### config.mk
export PLATFORM = sky130hd
export DESIGN_NAME = jk_q_monitor
export DESIGN_NICKNAME = d
export VERILOG_FILES = /design/src/rtl/jk_pkg.sv /design/src/rtl/jk_edge_detect.sv /design/src/rtl/jk_q_monitor.sv
export SDC_FILE = /design/constraint.sdc
export NUM_CORES = 1
export LEC_CHECK = 0
export ABC_AREA = 1
export CAP_MARGIN = 0
export CORE_ASPECT_RATIO = 1.1
export CORE_MARGIN = 8
export CORE_UTILIZATION = 35
export CTS_CLUSTER_DIAMETER = 100
export CTS_CLUSTER_SIZE = 28
export DETAILED_ROUTE_END_ITERATION = 7
export GPL_ROUTABILITY_DRIVEN = 0
export PLACE_DENSITY = 0.56
export SYNTH_ARGS = -nofsm -noshare
export SYNTH_HDL_FRONTEND = slang
export SYNTH_SLANG_ARGS = --single-unit
### constraint.sdc
create_clock -name clk -period 1.9 [get_ports clk]
set_input_delay 0.19 -clock clk [delete_from_list [all_inputs] [get_ports clk]]
set_output_delay 0.19 -clock clk [all_outputs]
set_load 0.02 [all_outputs]
### src/rtl/jk_pkg.sv
`default_nettype none
// ============================================================================
//  Module      : jk_pkg
//  Description : Shared types and default widths for the JK q-output monitor.
//  Revision    : 1.0 - initial release
// ============================================================================
package jk_pkg;

    // Monitor state as seen on the state output port
    typedef enum logic [2:0] {
        UNKNOWN    = 3'd0,
        LOW        = 3'd1,
        HIGH       = 3'd2,
        STUCK_LOW  = 3'd3,
        STUCK_HIGH = 3'd4
    } jk_mon_state_t;

    // Default widths and stuck threshold
    localparam int unsigned c_def_cnt_w       = 8;
    localparam int unsigned c_def_len_w       = 8;
    localparam int unsigned c_def_stuck_limit = 16;

    // Map a settled level and its stuck condition onto a monitor state
    function automatic jk_mon_state_t jk_level_state(input logic level,
                                                     input logic is_stuck);
        jk_mon_state_t st;
        if (level) begin
            st = is_stuck ? STUCK_HIGH : HIGH;
        end else begin
            st = is_stuck ? STUCK_LOW : LOW;
        end
        return st;
    endfunction

endpackage : jk_pkg
`default_nettype wire

### src/rtl/jk_edge_detect.sv
`default_nettype none
// ============================================================================
//  Module      : jk_edge_detect
//  Description : Registers the previous q sample and flags rise/fall once a
//                first post-reset sample exists. Edge outputs are
//                combinational from the live input and the stored sample.
//  Revision    : 1.0 - initial release
// ============================================================================
module jk_edge_detect
    import jk_pkg::*;
(
    input  logic clk,
    input  logic reset,
    input  logic q_in,
    output logic sampled,
    output logic rise,
    output logic fall
);

    logic r_q_d;
    logic r_valid;

    // Capture the previous sample; the valid flag marks that one has been taken
    always_ff @(posedge clk) begin
        if (reset) begin
            r_q_d   <= 1'b0;
            r_valid <= 1'b0;
        end else begin
            r_q_d   <= q_in;
            r_valid <= 1'b1;
        end
    end

    // Edges are suppressed until a reference sample exists, so the first
    // sample after reset never reports an edge regardless of q_in.
    assign sampled = r_valid;
    assign rise    = r_valid &  q_in & ~r_q_d;
    assign fall    = r_valid & ~q_in &  r_q_d;

endmodule : jk_edge_detect
`default_nettype wire

### src/rtl/jk_q_monitor.sv
`default_nettype none
// ============================================================================
//  Module      : jk_q_monitor
//  Description : Observer for a JK flip-flop q output. Reports edges, counts
//                toggles, measures completed high phases and flags a level
//                held for STUCK_LIMIT samples or more. All outputs registered.
//  Revision    : 1.0 - initial release
// ============================================================================
module jk_q_monitor
    import jk_pkg::*;
#(
    parameter int unsigned CNT_W       = c_def_cnt_w,
    parameter int unsigned LEN_W       = c_def_len_w,
    parameter int unsigned STUCK_LIMIT = c_def_stuck_limit
)(
    input  logic               clk,
    input  logic               reset,
    input  logic               q_in,
    input  logic               clear,
    output logic               edge_rise,
    output logic               edge_fall,
    output logic [CNT_W-1:0]   toggle_count,
    output logic [LEN_W-1:0]   high_len,
    output logic               high_len_valid,
    output logic               stuck,
    output jk_mon_state_t      state
);

    localparam logic [LEN_W-1:0] c_run_max   = '1;
    localparam logic [LEN_W-1:0] c_run_one   = LEN_W'(1);
    localparam logic [LEN_W-1:0] c_stuck_lim = LEN_W'(STUCK_LIMIT);
    localparam logic [CNT_W-1:0] c_cnt_one   = CNT_W'(1);

    logic             w_sampled;
    logic             w_rise;
    logic             w_fall;
    logic             w_edge;
    logic [LEN_W-1:0] w_run_inc;
    logic             w_hit_limit;

    // Length of the current phase in samples, saturating at c_run_max
    logic [LEN_W-1:0] r_run_len;

    jk_edge_detect u_edge (
        .clk     (clk),
        .reset   (reset),
        .q_in    (q_in),
        .sampled (w_sampled),
        .rise    (w_rise),
        .fall    (w_fall)
    );

    assign w_edge      = w_rise | w_fall;
    assign w_run_inc   = (r_run_len == c_run_max) ? r_run_len : (r_run_len + c_run_one);
    // Stuck fires only on the increment that lands on the limit; once the
    // run counter saturates at the same value it must not re-trigger.
    assign w_hit_limit = (w_run_inc == c_stuck_lim) && (r_run_len != c_stuck_lim);

    // Monitor FSM, run-length tracking and registered status outputs
    always_ff @(posedge clk) begin
        if (reset) begin
            edge_rise      <= 1'b0;
            edge_fall      <= 1'b0;
            toggle_count   <= '0;
            high_len       <= '0;
            high_len_valid <= 1'b0;
            stuck          <= 1'b0;
            state          <= UNKNOWN;
            r_run_len      <= '0;
        end else begin
            edge_rise      <= 1'b0;
            edge_fall      <= 1'b0;
            high_len_valid <= 1'b0;

            if (!w_sampled) begin
                // First sample after reset: establish the level, no edge
                r_run_len <= c_run_one;
                state     <= jk_level_state(q_in, 1'b0);
            end else if (w_edge) begin
                edge_rise    <= w_rise;
                edge_fall    <= w_fall;
                toggle_count <= toggle_count + c_cnt_one;
                r_run_len    <= c_run_one;
                stuck        <= 1'b0;
                state        <= jk_level_state(w_rise, 1'b0);
                if (w_fall) begin
                    // The phase that just ended was high; report its length
                    high_len       <= r_run_len;
                    high_len_valid <= 1'b1;
                end
            end else begin
                r_run_len <= w_run_inc;
                if (w_hit_limit) begin
                    stuck <= 1'b1;
                    state <= jk_level_state(q_in, 1'b1);
                end
            end

            // Clear overrides the counters and stuck flag but leaves the FSM,
            // so a STUCK state can persist with stuck deasserted until an edge.
            if (clear) begin
                toggle_count   <= '0;
                high_len       <= '0;
                high_len_valid <= 1'b0;
                stuck          <= 1'b0;
            end
        end
    end

endmodule : jk_q_monitor
`default_nettype wire
==> impl_metrics.py <==
metrics = {
    "timing": {
        "finalSetupViolations": 0,
        "whs_ns": 0.477,
        "period_share_pct": 89.0,
        "rsz0062_at_grt": "false",
        "relSlewSlack_pct": 77.9,
        "tns_ns": 0,
        "fmax_ghz": 0.591,
        "worst_pin_slew_ns": 0.331,
        "hold_viol": 0,
        "finalCriticalPeriod_ns": 1.69,
        "maxSlewViolCount": 0,
        "finalClockSkew_ns": 0.0104,
    },
    "worst_setup_path": {
        "r2r_slack_ns": 0.21,
        "ff2ff_path_depth": 10,
        "cp.required_ns": 2.07,
        "crit_slowest_cell": "dfxtp_1",
        "path_max_fanout": 9,
        "cp_cell_sequence": "ha_2 > nand2_2 > nor2_4 > nand2_2 > and2_4 > nand3_2 > nor2_2 > nand2_4 > nor2_1 > o21a_1",
        "end_kind": "register",
        "crit_type": "reg2reg",
        "cp.arrival_ns": 1.86,
        "startpoint_type": "register",
        "crit_path_max_incr_delay_ns": 0.41,
        "timing.rr.start": "r_run_len[0]$_SDFF_PP0_",
        "path_common_cell": "nand2_2",
        "rr_endpoint": "stuck$_SDFFE_PP0P_",
    },
    "route": {
        "routed-wl-met3_um": 217,
        "drtIter0Drc": 48,
        "wl_met2_mm": 1.61,
        "drc_errors": 0,
        "firstDrtPassIters": 4,
        "drt_wl_total_mm": 3.39,
        "wl_per_cell_um": 11.9,
        "wl_met1_mm": 1.48,
        "vias": 1346,
        "top_layer": "met4",
        "via_per_inst": 4.71,
        "ant_nets": 0,
    },
    "cts": {
        "path_clk_slew_ns": 0.06,
        "htreeDepth": 2,
        "clk_latency_ns": 0.28,
        "cts_tree": "done",
        "cts_sinks": 33,
        "cts_setup_buffers": 0,
        "max-clock-path-buffers": 2,
        "cts_buffers": 5,
        "clk_root_buffer_cell": "clkbuf_8",
        "hold_buffers": 0,
    },
    "die": {
        "core_area_um2": 4220,
        "die_h_um": 85.0,
        "rows": 25,
        "start_util_pct": 35.9,
        "die_w_um": 78.7,
        "fp.dieArea_um2": 6690,
        "io_pins": 27,
    },
    "synth": {
        "synth.top_cell.area_share_pct": 43.6,
        "ys_ff_latch": 33,
        "syn_inst": 199,
        "synthTopCellsByArea": "dfxtp_1, nand2_1, inv_1",
        "yosys.area.top_type": "dfxtp_1",
        "syn_avg_cell_area_um2": 7.61,
        "syn_nets": 206,
        "yosysSeqAreaShare_pct": 43.6,
        "synth_area_um2": 1510,
        "ys_types": 28,
        "synth_warnings": 0,
    },
    "placed_design": {
        "dpl_cell_area_um2": 1840,
        "port_buffers": 26,
        "dp_cells": 279,
        "hpwl_mm": 2.70,
    },
    "hold_path": {
        "hold_class": "reg2reg",
        "hold_path_depth": 1,
        "min_to": "stuck$_SDFFE_PP0P_",
        "worstHoldStart": "stuck$_SDFFE_PP0P_",
    },
    "pwr": {
        "pwr_density_cell_nw_per_um2": 697,
        "p_total_mw": 1.35,
        "seqPwrFrac_pct": 52.9,
        "peakVddDrop_mv": 0.384,
        "netSwitchingFraction_pct": 23.3,
        "p_leak_nw": 0.776,
        "power.switching_uw": 315,
        "power_frac_clock_pct": 39.0,
        "internal-power_mw": 1.04,
        "p_comb_share_pct": 8.0,
    },
    "finish": {
        "multi_input_area_um2": 727,
        "final_net_count": 239,
        "drive_gt1_share_pct": 13.8,
        "nFillCells": 438,
        "syn2layout_area_growth_pct": 28.0,
        "instances_no_fill": 286,
        "n_antenna_cell": 0,
        "area.sequential_um2": 661,
        "fin_area_um2": 1940,
    },
    "global_routing": {
        "grtUsageTotal_pct": 10.5,
        "grt_max_degree": 17,
        "grt_pass1_vias": 1266,
        "antenna_found_initial": 0,
        "grt_pass1_wl_mm": 5.59,
        "grt.overflow.total": 0,
    },
    "flow_run": {
        "drv_cap": 0,
    },
    "run_status": {
        "status": "completed",
    },
}
-- worst max-delay path: cells and delay by family (launching register included) --
| kind | cells | cell delay, ns |
|---|---|---|
| AND/OR/NAND/NOR | 8 | 0.79 |
| flip-flops | 1 | 0.41 |
| adder cells (fa/ha/maj) | 1 | 0.24 |
| AO/OA/AOI/OAI | 1 | 0.15 |
-- worst max-delay path by stage --
stage                       startpoint                     to  slack [ns]  depth (start not counted)
2_1_floorplan  r_run_len[0]$_SDFF_PP0_     stuck$_SDFFE_PP0P_        0.34                         10
3_3_place_gp   r_run_len[0]$_SDFF_PP0_  state[0]$_SDFFE_PP0P_        0.17                         11
3_5_place_dp   r_run_len[0]$_SDFF_PP0_     stuck$_SDFFE_PP0P_        0.16                         10
4_1_cts        r_run_len[0]$_SDFF_PP0_  state[1]$_SDFFE_PP0P_        0.13                         11
5_1_grt        r_run_len[0]$_SDFF_PP0_  state[0]$_SDFFE_PP0P_        0.03                         11
6_report       r_run_len[0]$_SDFF_PP0_     stuck$_SDFFE_PP0P_        0.21                         10
-- layer usage --
layer,GRT usage (%),up-vias
li1,-,706
met3,3.81,7
met1,11.1,600
met2,17.2,33
met4,6.41,0
met5,0,-
-- final cells by class --
class	instances	area share [%]
clock buffer	7	4.45
inverter	29	5.87
multi-input combinational	134	37.5
sequential	33	34.1
tap	54	3.49
timing repair buffer	29	14.6
-- per-stage QoR --
stage	setup slack, ns	util (%)
after floorplan	0.342	-
after global placement	0.165	43.7
after detailed placement	0.157	43.7
after CTS	0.130	45.7
after global routing	0.0291	45.9
final	0.209	45.9
-- logic make-up (layout without fill, tap and decap cells) --
kind of cell | after synthesis | count (layout) | share of synthesized area [%]
AOI/OAI and AO/OA | 24 | 24 | 9.42
DFF | 33 | 33 | 43.6
and+or+nand+nor | 106 | 106 | 35.0
xor gates and xnor gates | 1 | 1 | 0.579
buffers and inverters | 32 | 65 | 8.84
adders and majority gates | 3 | 3 | 2.48
-- synth_stat cells --
master and n:
clkinv_1 1, a21oi_1 12, nand4_1 4, nand3_1 16, a211oi_1 7, nand2_2 4, nand2_1 34, nor3_1 9
nor2_4 4, xnor2_1 1, ha_1 3, buf_2 1, inv_2 2, inv_6 1, and2_4 1, o21a_1 1
o21bai_1 1, or2_4 1, nor3b_2 1, dfxtp_1 33, buf_6 1, nor2_2 5, o21ai_0 3, clkbuf_1 1
nor2_1 24, nand2_4 1, inv_1 25, nand3_2 2
-- power by group through the flow --
stage,Sequential [mW],Combinational [mW],Clock [mW]
after floorplan,0.737,0.0632,0
after global placement,0.731,0.110,0
after detailed placement,0.731,0.110,0
after CTS,0.715,0.111,0.549
after global routing,0.716,0.121,0.575
final,0.715,0.109,0.528
-- timing repair --
| action | in CTS | in global routing |
|---|---|---|
| setup endpoints to repair | 0 | 3 |
| hold endpoints to repair | 0 | 0 |
| gates resized for setup | 0 | 2 |
-- registers in the layout (all words and copies together), names as in the netlist, 3 cells and up --
| register | flops |
|---|---|
| high_len | 8 |
| state | 3 |
| r_run_len | 8 |
| toggle_count | 8 |
-- layout by cell type, fill, tap and decap left out, types with 2 or more instances in the layout --
cell | netlist | final
nand2_1 | 34 | 34
clkbuf_8 | 0 | 6
inv_2 | 2 | 2
a21oi_1 | 12 | 12
nor2_4 | 4 | 5
nor3_1 | 9 | 9
clkdlybuf4s50_1 | 0 | 26
nand4_1 | 4 | 4
ha_1 | 3 | 2
nor2_2 | 5 | 4
dfxtp_1 | 33 | 33
nand2_2 | 4 | 4
inv_1 | 25 | 25
nand3_2 | 2 | 2
nand3_1 | 16 | 16
o21ai_0 | 3 | 3
nor2_1 | 24 | 24
buf_4 | 0 | 3
a211oi_1 | 7 | 7
Power figures use the tool's default switching activity.
